[src/rtl/bus_grant_scheduler.sv]
// Weighted round-robin bus grant scheduler: one owner at a time, held for up to
// a per-terminal packet quota, with a watchdog that forces release on a stalled transfer.
module bus_grant_scheduler #(
  parameter int DRVS    = 8,
  parameter int QUOTA_W = 4,
  parameter int TIMEOUT = 16
) (
  input  logic                    clk,
  input  logic                    reset,
  input  logic [DRVS-1:0]         pndng,
  input  logic                    xfer_done,
  input  logic                    cfg_we,
  input  logic [$clog2(DRVS)-1:0] cfg_idx,
  input  logic [QUOTA_W-1:0]      cfg_quota,
  output logic [DRVS-1:0]         gnt,
  output logic                    gnt_vld,
  output logic [$clog2(DRVS)-1:0] gnt_idx,
  output logic                    timeout_err
);
  localparam int IW   = $clog2(DRVS);
  localparam int WD_W = $clog2(TIMEOUT);

  typedef enum logic {IDLE, GRANT} state_t;

  state_t                        state_q;
  logic [DRVS-1:0][QUOTA_W-1:0]  quota_q;
  logic [IW-1:0]                 ptr_q, ptr_d;
  logic [IW-1:0]                 gnt_idx_q;
  logic [DRVS-1:0]               gnt_q;
  logic                          gnt_vld_q, timeout_err_q;
  logic [QUOTA_W:0]              cnt_q, cnt_d, lim_q, sel_lim;
  logic [WD_W-1:0]               wd_q;
  logic [IW-1:0]                 sel_idx;
  logic                          sel_vld;
  logic [QUOTA_W-1:0]            sel_quota;

  function automatic logic [IW-1:0] rot(input logic [IW-1:0] base, input int off);
    int s;
    s = (int'(base) + off) % DRVS;
    return IW'(s);
  endfunction

  // Descending scan so the smallest offset from ptr_q wins.
  always_comb begin
    sel_vld = 1'b0;
    sel_idx = '0;
    for (int i = DRVS-1; i >= 0; i--) begin
      if (pndng[rot(ptr_q, i)]) begin
        sel_vld = 1'b1;
        sel_idx = rot(ptr_q, i);
      end
    end
  end

  assign sel_quota = quota_q[sel_idx];
  assign sel_lim   = (sel_quota == '0) ? (QUOTA_W+1)'(1) : {1'b0, sel_quota};
  assign cnt_d     = cnt_q + 1'b1;
  assign ptr_d     = (int'(gnt_idx_q) == DRVS-1) ? '0 : gnt_idx_q + 1'b1;

  always_ff @(posedge clk) begin
    if (reset) begin
      state_q       <= IDLE;
      ptr_q         <= '0;
      gnt_idx_q     <= '0;
      gnt_q         <= '0;
      gnt_vld_q     <= 1'b0;
      timeout_err_q <= 1'b0;
      cnt_q         <= '0;
      lim_q         <= (QUOTA_W+1)'(1);
      wd_q          <= '0;
      for (int i = 0; i < DRVS; i++) quota_q[i] <= QUOTA_W'(1);
    end else begin
      timeout_err_q <= 1'b0;
      // The owner's limit is latched at grant time, so this never disturbs a live grant.
      if (cfg_we && int'(cfg_idx) < DRVS) quota_q[cfg_idx] <= cfg_quota;

      case (state_q)
        IDLE: begin
          if (sel_vld) begin
            state_q   <= GRANT;
            gnt_q     <= DRVS'(1) << sel_idx;
            gnt_vld_q <= 1'b1;
            gnt_idx_q <= sel_idx;
            cnt_q     <= '0;
            lim_q     <= sel_lim;
            wd_q      <= '0;
          end
        end
        GRANT: begin
          if (xfer_done) begin
            cnt_q <= cnt_d;
            if (cnt_d < lim_q && pndng[gnt_idx_q]) begin
              wd_q <= '0;
            end else begin
              state_q   <= IDLE;
              gnt_q     <= '0;
              gnt_vld_q <= 1'b0;
              ptr_q     <= ptr_d;
            end
          end else if (!pndng[gnt_idx_q]) begin
            state_q   <= IDLE;
            gnt_q     <= '0;
            gnt_vld_q <= 1'b0;
            ptr_q     <= ptr_d;
          end else if (wd_q == WD_W'(TIMEOUT-1)) begin
            state_q       <= IDLE;
            gnt_q         <= '0;
            gnt_vld_q     <= 1'b0;
            ptr_q         <= ptr_d;
            timeout_err_q <= 1'b1;
          end else begin
            wd_q <= wd_q + 1'b1;
          end
        end
        default: state_q <= IDLE;
      endcase
    end
  end

  assign gnt         = gnt_q;
  assign gnt_vld     = gnt_vld_q;
  assign gnt_idx     = gnt_idx_q;
  assign timeout_err = timeout_err_q;
endmodule

[config.mk]
export PLATFORM = sky130hd
export DESIGN_NAME = bus_grant_scheduler
export DESIGN_NICKNAME = d
export VERILOG_FILES = /design/src/rtl/bus_grant_scheduler.sv
export SDC_FILE = /design/constraint.sdc
export NUM_CORES = 1
export LEC_CHECK = 0
export BUFFER_PORTS_ARGS = -buffer_cell sky130_fd_sc_hd__buf_2
export CORE_UTILIZATION = 30
export DETAILED_ROUTE_END_ITERATION = 10
export GPL_ROUTABILITY_DRIVEN = 0
export HOLD_SLACK_MARGIN = 0.02
export PLACE_DENSITY = 0.53
export SYNTH_ARGS = -nofsm -noshare
export SYNTH_HDL_FRONTEND = slang
export SYNTH_SLANG_ARGS = --single-unit
export TNS_END_PERCENT = 5
[constraint.sdc]
create_clock -name clk -period 10 [get_ports clk]
set_input_delay 2 -clock clk [delete_from_list [all_inputs] [get_ports clk]]
set_output_delay 2 -clock clk [all_outputs]
set_load 0.1 [all_outputs]
# Word-level counts from Yosys, hierarchy flattened
# Cells that the tools add are included.
# W data, S select, Z words.
# word_totals
regBits	63
word_cells	136
# op_classes
addsub	10
n_lt_le_gt_ge	13
n_eq_ne	11
shifts	1
muxes	73
bitwise	2
n_reduce_logical	9
# ops
operator	n
$lt A3 B4 Y1 const B	11
$mux W8	5
$mux W3	13
$bwmux W32	1
$mux W4	8
$mux W1	28
$bmux W1 S3	9
$pmux W8 S2	1
$add A3 B3 Y3 const B	4
$bmux W4 S3	1
$demux W4 S3	1
$mux W5	2
$pmux W5 S2	1
$ne A3 B2 Y1 const B	3
$pmux W4 S2	1
$shl A1 B3 Y8 const A	1
$add A3 B1 Y3 const B	2
$add A3 B2 Y3 const B	2
$ne A2 B2 Y1 const B	3
$ne A3 B3 Y1 const B	2
$reduce_and A3 Y1	2
$add A5 B1 Y5 const B	1
$lt A5 B5 Y1	1
$add A4 B1 Y4 const B	1
other kinds (11)	15

# Logic depth before layout (Yosys ltp)
# depth
depth_word	15
depth_mapped	16
mapped_depth_nobuf	12

# Worst setup path before layout
# OpenSTA, ideal clock, no wires.
# synth_path
path_type	input port to flip-flop
startpoint	in pndng[4]
endpoint	reg lim_q[2]
setup_time_ns	0.079
arrival_ns	4.417
t_required_ns	9.921
slack_ns	5.504
cell_stages	10
path_buffers	1
path_cell_list	mux4_2 -> mux2_2 -> and2_4 -> o31ai_4 -> a21oi_2 -> nor2_4 -> buf_8 -> mux2i_1 -> mux4_2 -> a211oi_2
# synth_between
elab_chain_cells	14
elab_cells_between_ends	37
# synth_rtl
item	line_no	text
start: declaration	10	input logic [DRVS-1:0] pndng,
$bmux W1 S3	48	if (pndng[rot(ptr_q, i)]) begin
$mux W1 (not written as such)	48	
$mux W3 (8 in series)	48	
$bmux W4 S3	55	assign sel_quota = quota_q[sel_idx];
$mux W4 (not written as such)	55	
$logic_not A4 Y1	56	assign sel_lim = (sel_quota == '0) ? (QUOTA_W+1)'(1) : {1'b0, sel_quota};
$mux W4	56	
end signal: assignment	69	lim_q <= (QUOTA_W+1)'(1);
end signal: assignment	85	lim_q <= sel_lim;
end: declaration	31	logic [QUOTA_W:0] cnt_q, cnt_d, lim_q, sel_lim;
# Several ways; a longest one is shown, not always the timed one. The select of a mux whose other input is x is not followed.
# A chain may end at the register's enable or synchronous reset.

# Worst setup path in the final report
# layout_path
startpoint	in pndng[7]
endpoint	reg lim_q[3]
# Same word-level chain as after synthesis.

==> parameters.txt <==
Parameter                              Value

Run status
  Outcome    completed

Final layout
  Share of layout cells above drive strength 1    0.2063
  Area delta synth->final    14.09%
  Count of inserted antenna diode cells    0
  Count of nets after finishing    498
  Most frequent standard cell in the layout excluding fill and tap cells    sky130_fd_sc_hd__dfxtp_1
  Post-Layout Cell Count    651
  Most frequent cells in the layout    62 x sky130_fd_sc_hd__dfxtp_1, 59 x sky130_fd_sc_hd__nor2_1, 40 x sky130_fd_sc_hd__mux2i_1

Global route
  Met3 track demand over resource in global routing    0.02567
  GR peak layer    met2
  Met1 track utilization from global routing    0.2004
  Wire length of the first global-routing pass    17.10 mm
  Number of global-route vias before repair    3,361
  Global routing usage summed across all routing layers    0.1489
  Antenna violations before repair    0
  Remaining global-route overflow    0
  Largest net degree at the start of global routing    59
  Global Route met2 Usage    0.2402

Timing
  Final period demand of the worst path    4.869 ns
  Slew @ Worst Pin    1.018 ns
  Setup repair after global routing missed its margin    false
  Max-slew headroom    0.3201
  Max Freq    205.4 MHz
  Maximum clock skew at final layout    0.006025 ns
  Hold Fails Final Rpt    0
  Total negative slack    0 ns
  Final clock period utilization by the worst path    0.4869
  Endpoints failing setup    0
  Final Max Tran Viols    0

Yosys
  Top_reg_cell synth    sky130_fd_sc_hd__dfxtp_1
  Sequential-to-total area share from yosys stat    0.2992
  Main combinational cell family by area after synthesis    multiplexers
  Fraction of synthesized cell area taken by the top area cell type    0.2992
  Mux cell area share after synthesis    0.2250
  Number of synthesized register bits    62
  Number of warnings printed during yosys synthesis    0
  Post-Synth Simple-Gate Area    0.1762
  Combined area of all synthesized cells    0.004148 mm²
  Async set-reset flop share out of synthesis    0
  Post-Synth XOR/XNOR Area    0.02293
  Cell types with the largest area share after synthesis    sky130_fd_sc_hd__dfxtp_1 30%, sky130_fd_sc_hd__mux2i_1 9.7%, sky130_fd_sc_hd__mux4_2 8.7%
  Area leader, netlist    sky130_fd_sc_hd__dfxtp_1
  Number of nets in the synthesized netlist    479
  Number of distinct library cells after synthesis    70
  Average instance area after synthesis    9.197 µm²
  Number of instances in the synthesized netlist    451
  Adder and majority cell fraction of the synthesized area    0.02715
  Count of flip-flops with a built-in enable after synthesis    0
  Share of the synthesized area in compound gates (AO/OA/AOI/OAI)    0.2012

Detailed routing
  Number of iterations in the first detailed-routing pass    4
  Post-detailed-route via-to-cell ratio    5.281
  Final wirelength    10.09 mm
  DRC Markers    0
  First DRT Iteration DRCs    233
  Vias    3,438
  Detail-routed net length per standard cell    15.50 µm
  Number of nets with antenna violations after routing    0

Clocking
  TritonCTS clock tree    done
  Clock sink total    62
  Clock Tree Root    sky130_fd_sc_hd__clkbuf_16
  Clock buffers created by TritonCTS    9
  Count of buffers added by post-CTS timing repair for setup    0
  Clock latency reported for the late side of the worst-skew pair    0.33 ns
  Buffers from clock root to sink, at most    2
  Register clock-pin slew on the reported worst setup and hold paths    0.05 ns
  Number of gates resized after CTS    0
  Hold_buf cts    0
  Number of H-tree levels    3

Setup path
  Type of origin of the critical path    input pin
  Worst EP required    10.23 ns
  Worst r2r path cells    12
  Critical path peak fanout    12
  Endpoint class of the critical path    flop
  Crit path kind    in2reg
  Signal arrival time at the worst endpoint    5.10 ns
  Crit Reg-Reg Endpoint    lim_q[3]
  Worst reg-to-reg setup slack    5.70 ns
  Reg-to-Reg Start    ptr_q[0]

Placement
  Number of buffer cells added on primary ports    31
  Final HPWL from detailed placement    7.535 mm
  Cell count after placement    635

Min path
  Hold Crit Depth    2
  Hold Path Origin    lim_q[3]
  Endpoint, Worst Hold    lim_q[3]
  Tightest Hold Check Type    reg2reg

Die
  Die X    119.6 µm
  Die Outline Area    0.01430 mm²
  CORE AREA    0.01335 mm²
  Initial core utilization    0.3107
  Overall die height    119.6 µm
  # IOs    32
  Cell row count    42

Power and ir drop
  Worst VDD drop    0.0001375 V
  Power density cells    197.4 mW/mm²
  P_leak    0.001850 µW

Run
  Max_cap viols    0
-- flip-flops by register name, indices dropped and copies added (netlist names) --
name and flops:
cnt_q 5, gnt 8, gnt_idx 3, gnt_vld 1
lim_q 4, ptr_q 3, quota_q 32, state_q 1
timeout_err 1, wd_q 4
-- critical path, stage by stage --
cell                       delay (ns)
sky130_fd_sc_hd__buf_2           0.15
sky130_fd_sc_hd__mux4_2          0.50
sky130_fd_sc_hd__o21ai_1         0.76
sky130_fd_sc_hd__o221ai_2        0.25
sky130_fd_sc_hd__nor2_2          0.47
sky130_fd_sc_hd__mux4_2          0.57
sky130_fd_sc_hd__nand4_1         0.12
sky130_fd_sc_hd__nor2_1          0.06
sky130_fd_sc_hd__a211oi_1        0.22
-- how the worst max path moves through the flow --
stage,startpoint,end,slack [ns]
floorplan,pndng[4],lim_q[2],5.50
global placement,pndng[6],lim_q[3],4.86
detailed placement,pndng[7],lim_q[3],4.78
CTS,pndng[7],lim_q[3],5.11
global route,pndng[7],lim_q[3],4.85
finish,pndng[7],lim_q[3],5.13
-- per-layer routing --
metal  wire length (µm)  vias up  share of wire
met3                312       10          0.031
li1                   -     1719              -
met2               4848       47           0.48
met4                104        0          0.010
met1               4826     1662           0.48
met5                  0        -              0
-- area by class of cell --
type,instances,area [µm²]
Fill cell,1401,8616
Multi-Input combinational cell,345,2706
Timing Repair Buffer,35,185.2
Tap cell,176,220.2
Sequential cell,62,1241
Clock buffer,10,229.0
Inverter,17,63.81
Clock inverter,6,86.33
-- logic make-up (layout without fill, tap and decap cells) --
| family | after synthesis | count (layout) |
|---|---|---|
| adder cells (fa/ha/maj) | 9 | 9 |
| buffers and inverters | 44 | 68 |
| XOR/XNOR | 10 | 10 |
| flip-flops | 62 | 62 |
| multiplexers | 70 | 70 |
| AO/OA/AOI/OAI | 107 | 107 |
| AND/OR/NAND/NOR | 149 | 149 |
-- cells in the mapped netlist (3+ instances only) --
library cell	count
sky130_fd_sc_hd__and2_1	4
sky130_fd_sc_hd__mux2i_1	40
sky130_fd_sc_hd__nor3b_1	3
sky130_fd_sc_hd__mux2_2	10
sky130_fd_sc_hd__nor3_1	8
sky130_fd_sc_hd__a211o_1	8
sky130_fd_sc_hd__a21oi_2	3
sky130_fd_sc_hd__nor4_1	3
sky130_fd_sc_hd__dfxtp_1	62
sky130_fd_sc_hd__a22oi_1	7
sky130_fd_sc_hd__or3_1	4
sky130_fd_sc_hd__mux4_2	16
sky130_fd_sc_hd__xnor2_1	5
sky130_fd_sc_hd__clkbuf_1	17
sky130_fd_sc_hd__nand2b_1	4
sky130_fd_sc_hd__a2bb2oi_1	4
sky130_fd_sc_hd__nand3_1	12
sky130_fd_sc_hd__a21o_1	4
sky130_fd_sc_hd__ha_1	9
sky130_fd_sc_hd__a31oi_1	4
sky130_fd_sc_hd__o31ai_1	6
sky130_fd_sc_hd__nor2b_1	4
sky130_fd_sc_hd__nand4_1	5
sky130_fd_sc_hd__o21a_1	3
sky130_fd_sc_hd__a21oi_1	22
sky130_fd_sc_hd__nand4b_1	4
sky130_fd_sc_hd__o211ai_1	3
sky130_fd_sc_hd__buf_2	7
sky130_fd_sc_hd__nand2_1	30
sky130_fd_sc_hd__xor2_1	4
sky130_fd_sc_hd__inv_1	16
sky130_fd_sc_hd__o21ai_1	3
sky130_fd_sc_hd__nor2_1	59
sky130_fd_sc_hd__a211oi_1	4
sky130_fd_sc_hd__o21ai_0	9
-- stage by stage --
| step | power [µW] | utilization | area (µm²) | hold slack (ns) | setup slack, ns |
|---|---|---|---|---|---|
| 6_report | 934.1 | 0.3545 | 4732 | 0.4804 | 5.131 |
| 5_1_grt | 983.5 | 0.3545 | 4732 | 0.5148 | 4.849 |
| 4_1_cts | 942.3 | 0.3545 | 4732 | 0.4928 | 5.112 |
| 3_5_place_dp | 612.8 | 0.3309 | 4417 | 0.4791 | 4.780 |
| 3_3_place_gp | 613.0 | 0.3309 | 4417 | 0.4703 | 4.860 |
| 2_1_floorplan | 555.8 | - | 4148 | 0.4428 | 5.504 |
-- power by group --
group	switching (µW)	leakage, µW	total, µW	internal [µW]
clock	108	0.000152	325	217
combinational	217	0.00119	335	119
sequential	12.3	0.000504	274	261
No activity file was read; power rests on OpenSTA's default activity.
